$ cat config.mk
export PLATFORM = sky130hd
export DESIGN_NAME = uart_tx_scheduler
export DESIGN_NICKNAME = d
export VERILOG_FILES = /design/src/rtl/uart_tx_scheduler_pkg.sv /design/src/rtl/uart_tx_scheduler_rr_arbiter.sv /design/src/rtl/uart_tx_scheduler.sv
export SDC_FILE = /design/constraint.sdc
export NUM_CORES = 1
export LEC_CHECK = 0
export ABC_AREA = 1
export BUFFER_PORTS_ARGS = -buffer_cell sky130_fd_sc_hd__buf_4
export CORE_ASPECT_RATIO = 0.9
export CORE_UTILIZATION = 55
export CTS_CLUSTER_DIAMETER = 40
export CTS_CLUSTER_SIZE = 20
export DETAILED_ROUTE_END_ITERATION = 8
export GPL_TIMING_DRIVEN = 1
export PLACE_DENSITY = 0.8
export SLEW_MARGIN = 5
export SYNTH_ARGS = -nofsm -noshare
export SYNTH_HDL_FRONTEND = slang
export SYNTH_SLANG_ARGS = --single-unit
$ cat constraint.sdc
create_clock -name clk -period 2.56 [get_ports clk]
set_clock_uncertainty 0.1 [all_clocks]
set_input_delay 0 -clock clk [delete_from_list [all_inputs] [get_ports clk]]
set_output_delay 0 -clock clk [all_outputs]
set_load 0.02 [all_outputs]
$ cat src/rtl/uart_tx_scheduler_pkg.sv
// Shared definitions for the UART transmit scheduler: default frame width,
// FSM state encoding and constant helper functions.
package uart_tx_scheduler_pkg;

  localparam int BITWIDTH_DEF = 8;

  typedef enum logic [1:0] {
    ST_IDLE  = 2'd0,
    ST_START = 2'd1,
    ST_WAIT  = 2'd2,
    ST_GAP   = 2'd3
  } sched_state_t;

  function automatic int clog2(input int value);
    int r;
    r = 0;
    for (int v = value - 1; v > 0; v = v >> 1) begin
      r = r + 1;
    end
    return r;
  endfunction

  function automatic int max2(input int a, input int b);
    return (a > b) ? a : b;
  endfunction

endpackage

$ cat src/rtl/uart_tx_scheduler_rr_arbiter.sv
// Combinational round-robin picker: first asserted request at or above the
// pointer, wrapping around, returned as a one-hot grant plus its index.
module uart_tx_scheduler_rr_arbiter #(
  parameter int NUM_REQ = 4,
  parameter int IDX_W   = 2
) (
  input  logic [NUM_REQ-1:0] req_valid,
  input  logic [IDX_W-1:0]   ptr,
  output logic [NUM_REQ-1:0] grant,
  output logic [IDX_W-1:0]   grant_idx,
  output logic               grant_any
);

  int w_pos;

  always_comb begin
    grant     = '0;
    grant_idx = '0;
    grant_any = 1'b0;
    w_pos     = 0;
    for (int k = 0; k < NUM_REQ; k++) begin
      w_pos = int'(ptr) + k;
      if (w_pos >= NUM_REQ) begin
        w_pos = w_pos - NUM_REQ;
      end
      if (!grant_any && req_valid[w_pos]) begin
        grant_any    = 1'b1;
        grant[w_pos] = 1'b1;
        grant_idx    = IDX_W'(w_pos);
      end
    end
  end

endmodule

$ cat src/rtl/uart_tx_scheduler.sv
// Round-robin scheduler sharing one UART transmitter between NUM_REQ requesters.
// Optional WAIT-state abort is enabled by defining UART_TX_SCHED_TIMEOUT_EN.
module uart_tx_scheduler
  import uart_tx_scheduler_pkg::*;
#(
  parameter int NUM_REQ        = 4,
  parameter int BITWIDTH       = BITWIDTH_DEF,
  parameter int GAP_CYCLES     = 16,
  parameter int TIMEOUT_CYCLES = 200000
) (
  input  logic                         clk,
  input  logic                         reset_n,
  input  logic [NUM_REQ-1:0]           req_valid,
  input  logic [NUM_REQ*BITWIDTH-1:0]  req_data,
  output logic [NUM_REQ-1:0]           req_ready,
  output logic                         tx_start,
  output logic [BITWIDTH-1:0]          tx_din,
  input  logic                         tx_done_tick,
  output logic                         baud_enable,
  output logic                         busy,
  output logic [clog2(NUM_REQ)-1:0]    grant_id,
  output logic                         timeout_err
);

  localparam int IDX_W   = clog2(NUM_REQ);
  localparam int CNT_MAX = max2(GAP_CYCLES, TIMEOUT_CYCLES);
  localparam int CNT_W   = max2(1, clog2(CNT_MAX + 1));
  localparam logic [CNT_W-1:0] CNT_SAT  = {CNT_W{1'b1}};
  localparam logic [CNT_W-1:0] GAP_LAST = CNT_W'((GAP_CYCLES > 0) ? GAP_CYCLES - 1 : 0);

  sched_state_t          r_state;
  sched_state_t          w_state_next;
  logic [BITWIDTH-1:0]   r_tx_din;
  logic [IDX_W-1:0]      r_grant_id;
  logic [IDX_W-1:0]      r_ptr;
  logic [CNT_W-1:0]      r_cnt;
  logic                  w_accept;
  logic                  w_timeout;
  logic [NUM_REQ-1:0]    w_grant;
  logic [IDX_W-1:0]      w_win_idx;
  logic                  w_any;
  logic [IDX_W-1:0]      w_ptr_next;
  logic [BITWIDTH-1:0]   w_req_bytes [NUM_REQ];

  for (genvar gi = 0; gi < NUM_REQ; gi++) begin : g_unpack
    assign w_req_bytes[gi] = req_data[gi*BITWIDTH +: BITWIDTH];
  end

  uart_tx_scheduler_rr_arbiter #(
    .NUM_REQ (NUM_REQ),
    .IDX_W   (IDX_W)
  ) u_arb (
    .req_valid (req_valid),
    .ptr       (r_ptr),
    .grant     (w_grant),
    .grant_idx (w_win_idx),
    .grant_any (w_any)
  );

  assign w_ptr_next = (w_win_idx == IDX_W'(NUM_REQ - 1)) ? '0 : w_win_idx + 1'b1;

  always_comb begin
    w_state_next = r_state;
    w_accept     = 1'b0;
    w_timeout    = 1'b0;
    case (r_state)
      ST_IDLE: begin
        if (w_any) begin
          w_accept     = 1'b1;
          w_state_next = ST_START;
        end
      end
      ST_START: w_state_next = ST_WAIT;
      ST_WAIT: begin
        // A done tick landing on the timeout cycle takes precedence.
        if (tx_done_tick) begin
          w_state_next = (GAP_CYCLES == 0) ? ST_IDLE : ST_GAP;
        end
`ifdef UART_TX_SCHED_TIMEOUT_EN
        else if (r_cnt == CNT_W'(TIMEOUT_CYCLES - 1)) begin
          w_timeout    = 1'b1;
          w_state_next = ST_GAP;
        end
`endif
      end
      ST_GAP: begin
        if (r_cnt >= GAP_LAST) begin
          w_state_next = ST_IDLE;
        end
      end
      default: w_state_next = ST_IDLE;
    endcase
  end

  always_ff @(posedge clk or negedge reset_n) begin
    if (!reset_n) begin
      r_state    <= ST_IDLE;
      r_tx_din   <= '0;
      r_grant_id <= '0;
      r_ptr      <= '0;
      r_cnt      <= '0;
    end else begin
      r_state <= w_state_next;
      if (w_accept) begin
        r_tx_din   <= w_req_bytes[w_win_idx];
        r_grant_id <= w_win_idx;
        r_ptr      <= w_ptr_next;
      end
      // Shared WAIT/GAP counter restarts on every state change and saturates.
      if (w_state_next != r_state) begin
        r_cnt <= '0;
      end else if (r_cnt != CNT_SAT) begin
        r_cnt <= r_cnt + 1'b1;
      end
    end
  end

`ifdef UART_TX_SCHED_TIMEOUT_EN
  logic r_timeout_err;

  always_ff @(posedge clk or negedge reset_n) begin
    if (!reset_n) begin
      r_timeout_err <= 1'b0;
    end else begin
      r_timeout_err <= w_timeout;
    end
  end

  assign timeout_err = r_timeout_err;
`else
  assign timeout_err = 1'b0;
`endif

  assign req_ready   = (r_state == ST_IDLE) ? w_grant : '0;
  assign tx_start    = (r_state == ST_START);
  assign baud_enable = (r_state == ST_START) || (r_state == ST_WAIT);
  assign busy        = (r_state != ST_IDLE);
  assign tx_din      = r_tx_din;
  assign grant_id    = r_grant_id;

endmodule

==> results of run 1 <==
through the flow:
stage | instance area [sq um] | setup WS (ps) | TNS (ps) | utilization (%)
2_1_floorplan | 2710 | 346 | 0 | -
3_3_place_gp | 3170 | 219 | 0 | 69.3
3_5_place_dp | 3170 | 121 | 0 | 69.3
4_1_cts | 3300 | 98.4 | 0 | 72.1
5_1_grt | 3300 | -14.6 | -25.1 | 72.2
6_report | 3300 | 165 | 0 | 72.2
final cells by class:
cell class	count	area, sq um
repair buffers	63	480
inverters	75	284
multi-input cells	284	1560
clock buffers	7	96.3
fillers	383	1270
flip-flops and latches	32	802
well taps	62	77.6
power by group through the flow:
stage,combinational [mW],sequential [mW],clock (mW)
3_5_place_dp,2.95,0.751,0
2_1_floorplan,2.29,0.829,0
4_1_cts,2.97,0.748,0.430
5_1_grt,3.33,0.762,0.450
6_report,2.99,0.748,0.416
3_3_place_gp,2.89,0.752,0
synth_stat cells, types with 2 or more instances:
master	count
sky130_fd_sc_hd__nand3_2	2
sky130_fd_sc_hd__nor2_1	32
sky130_fd_sc_hd__nand3_4	2
sky130_fd_sc_hd__dfrtp_1	32
sky130_fd_sc_hd__o22ai_1	3
sky130_fd_sc_hd__buf_4	2
sky130_fd_sc_hd__nand2_4	6
sky130_fd_sc_hd__nand2_1	110
sky130_fd_sc_hd__nor2_2	2
sky130_fd_sc_hd__nor2_4	11
sky130_fd_sc_hd__inv_1	71
sky130_fd_sc_hd__a21oi_1	6
sky130_fd_sc_hd__nand3_1	51
sky130_fd_sc_hd__nor3_1	5
sky130_fd_sc_hd__nand2_2	9
sky130_fd_sc_hd__buf_2	2
sky130_fd_sc_hd__nand4_1	4
sky130_fd_sc_hd__inv_2	2
sky130_fd_sc_hd__o21ai_0	14
sky130_fd_sc_hd__xor2_1	6
sky130_fd_sc_hd__ha_1	9
flip-flops by register name, summed over array words and instances, names as in the netlist, named ones only:
register,flops
r_ptr,1
r_cnt,18
r_state,2
tx_din,8
grant_id,2
worst max path at each step:
| stage | from | endpoint | depth (start not counted) |
|---|---|---|---|
| floorplan | register | tx_din[5] | 15 |
| global placement | register | tx_din[3] | 14 |
| detailed placement | register | tx_din[4] | 14 |
| CTS | register | tx_din[0] | 14 |
| global route | register | req_ready[2] | 12 |
| finish | register | tx_din[0] | 14 |
layer usage:
metal  track usage [%]  share of wire, %
met5                 0                 0
met4              4.33              0.66
met3              4.87               4.8
met2              42.8                45
met1              32.8                50
kinds of logic after synthesis:
group | count (synthesis) | synth area share (%)
DFF | 32 | 29.6
adders and majority gates | 9 | 4.16
AOI/OAI and AO/OA | 30 | 6.61
xor gates and xnor gates | 6 | 1.94
other | 1 | 0.139
muxes | 1 | 0.416
and+or+nand+nor | 237 | 44.4
buffers and inverters | 82 | 12.8
repair_timing:
item / CTS / global route
hold endpoints to repair: 33 / 0
endpoints found under the setup margin: 0 / 13
hold buffers: 3 / 0
buffers inserted: 0 / 0
resized for setup: 0 / 2
worst max-delay path: cells and delay by family (launching register included):
family,cells,cell delay (ps)
adder cells (fa/ha/maj),1,330
buffers and inverters,2,150
flip-flops,1,460
AND/OR/NAND/NOR,11,1250
==> results.json, run 1 <==
{
  "top_level_ports": 57,
  "internal-power_mw": 1.88,
  "kind_of_path_behind_the_tightest_hold_check": "input port to register",
  "htreeDepth": 2,
  "yosys.area.top_type": "sky130_fd_sc_hd__dfrtp_1",
  "antenna_violating_nets_post_route": 0,
  "power.clock.fraction_pct": 10.0,
  "via_count": 2615,
  "final.hold.worst_slack_ps": 6.57,
  "globalRoute.totalOverflow": 0,
  "antenna_cells": 0,
  "critPathMaxStageDelay_ps": 460,
  "synth_edf_count": 0,
  "syn_area_per_cell_sq_um": 6.80,
  "timing.final.crit_share_pct": 93.6,
  "timing.reg2reg.worst_path_depth": 14,
  "power_mw": 4.16,
  "async_set_or_reset_register_ratio_after_synthesis_pct": 100,
  "most_used_cells_in_the_layout_excluding_fill_and_tap_cells": "sky130_fd_sc_hd__nand2_1, sky130_fd_sc_hd__inv_1, sky130_fd_sc_hd__buf_4",
  "fin_crit_ps": 2390,
  "nNetsFinal": 509,
  "combinational_share_of_power_pct": 72.0,
  "pin_count_of_the_biggest_net_entering_global_routing": 33,
  "mappedNetlistNets": 446,
  "wire_length_of_the_first_global_routing_pass_mm": 10.2,
  "floorplan.die_area_sq_um": 5210,
  "layout.cells.non_filler": 523,
  "critical_path_most_common_cell": "sky130_fd_sc_hd__nand2_1",
  "critical_path_class": "register to register",
  "detailedRoute.firstPassIterationCount": 5,
  "yosys_register_bits": 32,
  "critical_path.cell_chain": "inv_4 -> ha_1 -> inv_1 -> nand3_1 -> nand2_2 -> nor2_4 -> nand2_1 -> nand3_4 -> nand2_4 -> nand2_1 -> nand3_1 -> nand2_1 -> nand2_1 -> nand2_1",
  "maxSlewHeadroom_pct": 67.0,
  "r2r_slack_ps": 170,
  "placed_cells": 513,
  "synth.lib_cells_used.distinct": 38,
  "synthesis.area_sq_um": 2710,
  "detail_route.vias_per_cell": 5.00,
  "fmaxAchievable_mhz": 418,
  "critical_path_peak_fanout": 18,
  "die-width_um": 75.9,
  "maxCapViolCount": 0,
  "placement_rows": 23,
  "worst_skew_pair_later_pin_latency_ps": 280,
  "groute.usage.overall_pct": 24.7,
  "area_delta_synth_final_pct": 22.1,
  "instance_count_of_the_mapped_netlist": 398,
  "timing.critical_path.from_type": "register",
  "clkSlewWorstSetupHoldPaths_ps": 60,
  "design.core.area_sq_um": 4580,
  "worstHoldStart": "req_data[29]",
  "fraction_of_final_layout_cells_with_drive_strength_greater_than_1_pct": 23.6,
  "synth_warnings": 0,
  "worst_hold_path.endpoint": "tx_din[5]",
  "ys.flop_type": "sky130_fd_sc_hd__dfrtp_1",
  "synth-seq-area-share_pct": 29.6,
  "setup_violations": 0,
  "critical_path.reg2reg.endpoint": "tx_din[0]",
  "grt_pass1_vias": 2310,
  "cts_inserted_buffers": 5,
  "net-switching-power_mw": 2.27,
  "clock_path_buffers": 2,
  "seqPwrFrac_pct": 18.0,
  "cellLeakagePower_nw": 1.81,
  "finalWeightedCongestion": 0.855,
  "drt_iter0_drc": 134,
  "leading_post_synthesis_cells_by_cell_area": "sky130_fd_sc_hd__dfrtp_1, sky130_fd_sc_hd__nand2_1, sky130_fd_sc_hd__inv_1",
  "worst_pin_slew_ps": 490,
  "drc_errors": 0,
  "place.port_buffers": 55,
  "drt-total-wl_mm": 6.03,
  "power_density_nw_per_um2": 1260,
  "root_buffer": "sky130_fd_sc_hd__clkbuf_8",
  "cp_slowest_cell": "sky130_fd_sc_hd__dfrtp_2",
  "layout.cells.most_common": "sky130_fd_sc_hd__nand2_1",
  "irDropWorstVdd_mv": 0.702,
  "cts_sinks": 32,
  "run_status": "finished, final reports clean",
  "timing.critical_path.required_ps": 2630,
  "critPathArrivalTime_ps": 2470,
  "maxSlewViolCount": 0,
  "netSwitchingFraction_pct": 54.7,
  "antenna_found_initial": 0,
  "floorplan.die.height_um": 68.5,
  "floorplan.initialDensity_pct": 59.1,
  "synth_top_area_share_pct": 29.6,
  "routed_wire_length_per_instance_um": 11.5,
  "report.final.hold_viol_count": 0,
  "dp_hpwl_mm": 4.56,
  "endpoint_kind": "register",
  "min_path_cells": 7,
  "cts_tree": "yes"
}
No activity file was read; power rests on OpenSTA's default activity.
==> run 2: changes to the inputs <==
==> constraint.sdc (replaced) <==
create_clock -name clk -period 2.35 [get_ports clk]
set_clock_uncertainty 0.1 [all_clocks]
set_input_delay 0 -clock clk [delete_from_list [all_inputs] [get_ports clk]]
set_output_delay 0 -clock clk [all_outputs]
set_load 0.02 [all_outputs]
==> run 2 against run 1 <==
Net effect:
- sequential power up 7.2%
- worst setup slack better by 15 ps
- routed wire length up 4.4%
- fmax up 10%
- critical path type unchanged
- die area unchanged
- core utilization up 2.9 points
- power up 20%
- combinational power up 22%
- via count up 4.3%
- clock-buffer cell count down 1
==> results.json, run 2 (synthesized netlist as in run 1, its figures left out) <==
{
  "largest_register_ff_count": 18,
  "setup_violations": 0,
  "power_density_nw_per_um2": 1450,
  "antenna_cells": 0,
  "clkSlewWorstSetupHoldPaths_ps": 70,
  "timing.critical_path.required_ps": 2420,
  "placed_standard_cell_area_sq_um": 3220,
  "maxCapViolCount": 0,
  "drt-met1-wl_mm": 2.90,
  "clock_path_buffers": 2,
  "cts_tree": "yes",
  "critPathArrivalTime_ps": 2230,
  "antenna_violating_nets_post_route": 0,
  "drc_errors": 0,
  "groute.usage.overall_pct": 24.9,
  "floorplan.die_area_sq_um": 5210,
  "pin_count_of_the_biggest_net_entering_global_routing": 33,
  "wl_met3_um": 409,
  "detail_route.vias_per_cell": 5.14,
  "top_level_ports": 57,
  "cellLeakagePower_nw": 1.85,
  "maxSlewViolCount": 0,
  "irDropWorstVdd_mv": 0.834,
  "run_status": "finished, final reports clean",
  "nFillCells": 349,
  "grt_pass1_vias": 2362,
  "die-width_um": 75.9,
  "floorplan.initialDensity_pct": 59.1,
  "area_delta_synth_final_pct": 27.0,
  "highest_layer": "met4",
  "fmaxAchievable_mhz": 461,
  "postLayoutCellArea_sq_um": 3440,
  "timing.final.crit_share_pct": 92.3,
  "layout.cells.most_common": "sky130_fd_sc_hd__nand2_1",
  "fraction_of_final_layout_cells_with_drive_strength_greater_than_1_pct": 26.0,
  "globalRoute.totalOverflow": 0,
  "cts_inserted_buffers": 5,
  "via_count": 2728,
  "floorplan.die.height_um": 68.5,
  "htreeDepth": 2,
  "detailedRoute.firstPassIterationCount": 5,
  "fin_crit_ps": 2170,
  "placement_rows": 23,
  "wire_length_of_the_first_global_routing_pass_mm": 10.3,
  "cts_sinks": 32,
  "drt_iter0_drc": 221,
  "antenna_found_initial": 0,
  "report.final.hold_viol_count": 0,
  "rsz0062_at_grt": "false",
  "worst_skew_pair_later_pin_latency_ps": 280,
  "place.port_buffers": 55,
  "root_buffer": "sky130_fd_sc_hd__clkbuf_8",
  "critical_path_class": "register to register",
  "critical_path_peak_fanout": 9,
  "timing.critical_path.from_type": "register",
  "dp_hpwl_mm": 4.58,
  "met2_layer_wire_length_in_the_routed_design_mm": 2.92,
  "finalWeightedCongestion": 0.935,
  "routed_wire_length_per_instance_um": 11.9,
  "drt-total-wl_mm": 6.29,
  "nNetsFinal": 516,
  "design.core.area_sq_um": 4580,
  "kind_of_path_behind_the_tightest_hold_check": "input port to register",
  "most_used_cells_in_the_layout_excluding_fill_and_tap_cells": "sky130_fd_sc_hd__nand2_1, sky130_fd_sc_hd__inv_1, sky130_fd_sc_hd__buf_4",
  "finalSetupTns_ps": 0,
  "max_flop_register": "r_cnt",
  "endpoint_kind": "register"
}
## run 2: cell type report
class / count / area (sq um) / area share [%]
Clock buffer: 6 / 72.6 / 2.11
Clock inverter: 2 / 35.0 / 1.02
Inverter: 75 / 284 / 8.27
Multi-Input combinational cell: 285 / 1630 / 47.5
Sequential cell: 32 / 801 / 23.3
Tap cell: 62 / 77.6 / 2.26
Timing Repair Buffer: 69 / 533 / 15.5
## run 2: where the power goes
group / total, mW / switching [mW] / internal (mW)
Combinational: 3.66 / 2.36 / 1.31
Sequential: 0.802 / 0.104 / 0.698
Clock: 0.512 / 0.197 / 0.314
## run 2: critical path: stages, from the launching register on
cell and delay [ps]:
sky130_fd_sc_hd__dfrtp_1 350, sky130_fd_sc_hd__inv_1 90, sky130_fd_sc_hd__ha_4 300, sky130_fd_sc_hd__inv_2 50, sky130_fd_sc_hd__nand2_1 120, sky130_fd_sc_hd__nand2_1 130
sky130_fd_sc_hd__inv_2 110, sky130_fd_sc_hd__nand3_4 90, sky130_fd_sc_hd__nand2_2 110, sky130_fd_sc_hd__nand2_1 110, sky130_fd_sc_hd__nand2_1 100, sky130_fd_sc_hd__nand2_2 150
sky130_fd_sc_hd__nand2_8 220, sky130_fd_sc_hd__nor2_4 40
## run 2: what timing repair did
item,4_1_cts,5_1_grt
hold buffers,1,0
gates resized for setup,0,10
setup buffers,0,2
endpoints found under the setup margin,0,32
hold endpoints to repair,32,0
## run 2: metal layers
layer	vias to the layer above	global-route usage (%)
met3	12	5.53
met4	0	5.05
met1	1225	32.7
met2	110	43.2
met5	-	0
li1	1381	-
## run 2: per-stage QoR
stage                     total power [mW]  hold WS [ps]  util, %  setup slack [ps]  instances
final                                 4.98          13.1     75.1               180        531
after global routing                  5.40          31.1     75.1              3.81        531
after CTS                             4.61         0.904     72.9              35.8        528
after detailed placement              4.06          -139     70.3              75.4        519
after global placement                3.99          -143     70.3               156        519
after floorplan                       3.40          -396        -               136        398
## run 2: worst paths after layout
kind                               from         to  slack [ps]  depth (start not counted)
max                            r_ptr[1]   r_cnt[3]         180                         13
min                        req_data[26]  tx_din[2]          10                          7
max reg2reg                    r_ptr[1]   r_cnt[3]         180                         13
min reg2reg                   tx_din[5]  tx_din[5]         400                          2
max in group asynchronous       reset_n   r_cnt[7]        1760                          2
min in group asynchronous       reset_n  r_cnt[14]          90                          2
==> run 3: changes to the inputs <==
--- a/config.mk
+++ b/config.mk
@@ -8,6 +8,7 @@
 export ABC_AREA = 1
 export BUFFER_PORTS_ARGS = -buffer_cell sky130_fd_sc_hd__buf_4
 export CORE_ASPECT_RATIO = 0.9
+export CORE_MARGIN = 4
 export CORE_UTILIZATION = 55
 export CTS_CLUSTER_DIAMETER = 40
 export CTS_CLUSTER_SIZE = 20
==> constraint.sdc (replaced) <==
create_clock -name clk -period 2.2 [get_ports clk]
set_clock_uncertainty 0.1 [all_clocks]
set_input_delay 0 -clock clk [delete_from_list [all_inputs] [get_ports clk]]
set_output_delay 0 -clock clk [all_outputs]
set_load 0.02 [all_outputs]
==> run 3 against run 2 <==
Net effect:
- clock-buffer cell count is the same
- register-to-register slack worse by 80 ps
- cell count up 2.3%
==> results.json, run 3 (synthesized netlist as in run 1, its figures left out) <==
{
  "top_level_ports": 57,
  "maxSlewViolCount": 0,
  "htreeDepth": 2,
  "max_flop_register": "r_cnt",
  "die-width_um": 81.9,
  "layout.cells.most_common": "sky130_fd_sc_hd__nand2_1",
  "worst_pin_slew_ps": 523,
  "cts_tree": "yes",
  "grt_pass1_vias": 2542,
  "most_used_cells_in_the_layout_excluding_fill_and_tap_cells": "sky130_fd_sc_hd__nand2_1, sky130_fd_sc_hd__buf_4, sky130_fd_sc_hd__inv_1",
  "via_count": 2788,
  "drc_errors": 0,
  "endpoint_kind": "output pin",
  "design.core.area_sq_um": 4600,
  "groute.usage.overall_pct": 23.1,
  "postLayoutCellArea_sq_um": 3670,
  "nNetsFinal": 528,
  "run_status": "finished, final reports clean",
  "area_delta_synth_final_pct": 35.6,
  "maxCapViolCount": 0,
  "critical_path_class": "register to output pin",
  "rsz0062_at_grt": "true",
  "detailedRoute.firstPassIterationCount": 4,
  "setup_violations": 0,
  "floorplan.initialDensity_pct": 58.8,
  "fraction_of_final_layout_cells_with_drive_strength_greater_than_1_pct": 32.8,
  "cts_inserted_buffers": 5,
  "finalCoreUtilization_pct": 79.7,
  "globalRoute.totalOverflow": 0,
  "irDropWorstVdd_mv": 0.906,
  "finalSetupTns_ps": 0,
  "timing.critical_path.required_ps": 2100,
  "placement_rows": 23,
  "timing.final.crit_share_pct": 95.7,
  "drt-total-wl_mm": 6.93,
  "dp_hpwl_mm": 4.93,
  "worst_skew_pair_later_pin_latency_ps": 290,
  "fmaxAchievable_mhz": 475,
  "maxSlewHeadroom_pct": 64.8,
  "antenna_found_initial": 0,
  "antenna_cells": 0,
  "placed_cells": 524,
  "root_buffer": "sky130_fd_sc_hd__clkbuf_8",
  "floorplan.die.height_um": 74.5,
  "finalWeightedCongestion": 0.910,
  "wire_length_of_the_first_global_routing_pass_mm": 11.0,
  "drt_iter0_drc": 164,
  "report.final.hold_viol_count": 0,
  "power_mw": 5.83,
  "cellLeakagePower_nw": 1.94,
  "fin_crit_ps": 2110,
  "routed_wire_length_per_instance_um": 12.8,
  "cts_sinks": 32,
  "clkSlewWorstSetupHoldPaths_ps": 60,
  "detail_route.vias_per_cell": 5.13,
  "place.port_buffers": 55,
  "critical_path_peak_fanout": 7,
  "placed_standard_cell_area_sq_um": 3290,
  "largest_register_ff_count": 18,
  "clock_path_buffers": 2,
  "kind_of_path_behind_the_tightest_hold_check": "input port to register",
  "power_density_nw_per_um2": 1590,
  "final.hold.worst_slack_ps": 2.54,
  "antenna_violating_nets_post_route": 0,
  "layout.cells.non_filler": 543,
  "floorplan.die_area_sq_um": 6110,
  "worst_slack_ps": 93.8,
  "pin_count_of_the_biggest_net_entering_global_routing": 33,
  "critPathArrivalTime_ps": 2010,
  "preCtsSetupSlack_ps": 37.6,
  "timing.critical_path.from_type": "register"
}
-- run 3: layout make-up --
| type | count | area (sq um) |
|---|---|---|
| multi-input combinational | 284 | 1740 |
| fill | 336 | 936 |
| sequential | 32 | 802 |
| timing repair buffer | 82 | 669 |
| inverter | 75 | 287 |
| clock buffer | 6 | 82.6 |
| tap | 62 | 77.6 |
| clock inverter | 2 | 10.0 |
-- run 3: path summary, 6_finish.rpt --
check / from / endpoint / slack (ps) / depth (start not counted)
max in group asynchronous: reset_n / async pin / 1620 / 2
worst max-delay path: register / req_ready[3] / 90 / 13
worst min register to register: tx_din[4] / tx_din[4] / 400 / 2
worst max register to register: register / tx_din[2] / 100 / 13
min in group asynchronous: reset_n / r_cnt[13] / 70 / 2
worst min-delay path: req_data[27] / tx_din[3] / 3 / 7
-- run 3: critical path, cell delays in order (launching register included) --
cell	delay [ps]
sky130_fd_sc_hd__dfrtp_2	420
sky130_fd_sc_hd__buf_4	170
sky130_fd_sc_hd__nand2_1	80
sky130_fd_sc_hd__nand2_1	90
sky130_fd_sc_hd__nand2_2	90
sky130_fd_sc_hd__nand2_2	90
sky130_fd_sc_hd__nor2_8	190
sky130_fd_sc_hd__nand2_4	100
sky130_fd_sc_hd__o22ai_2	110
sky130_fd_sc_hd__a21oi_1	60
sky130_fd_sc_hd__o21ai_1	80
sky130_fd_sc_hd__nand2_1	70
sky130_fd_sc_hd__inv_1	50
sky130_fd_sc_hd__buf_4	130
-- run 3: repair_timing --
action                                  in CTS  in global routing
hold buffers                                 2                  0
setup buffers                                0                  9
resized for setup                            4                 44
pin swaps                                    0                 13
endpoints found under the setup margin       4                 33
gates cloned                                 0                  0
endpoints found under the hold margin       33                  0
-- run 3: layer usage --
metal	vias up	track usage (%)	part of all wire [%]
li1	1396	-	-
met1	1275	31.6	44
met2	105	36.9	48
met3	12	5.21	6.2
met4	0	6.46	1.4
met5	-	0	0
-- run 3: power breakdown --
group | switching (mW) | internal (mW)
registers | 0.123 | 0.747
clock network | 0.221 | 0.249
logic | 2.73 | 1.76
total | 3.07 | 2.76
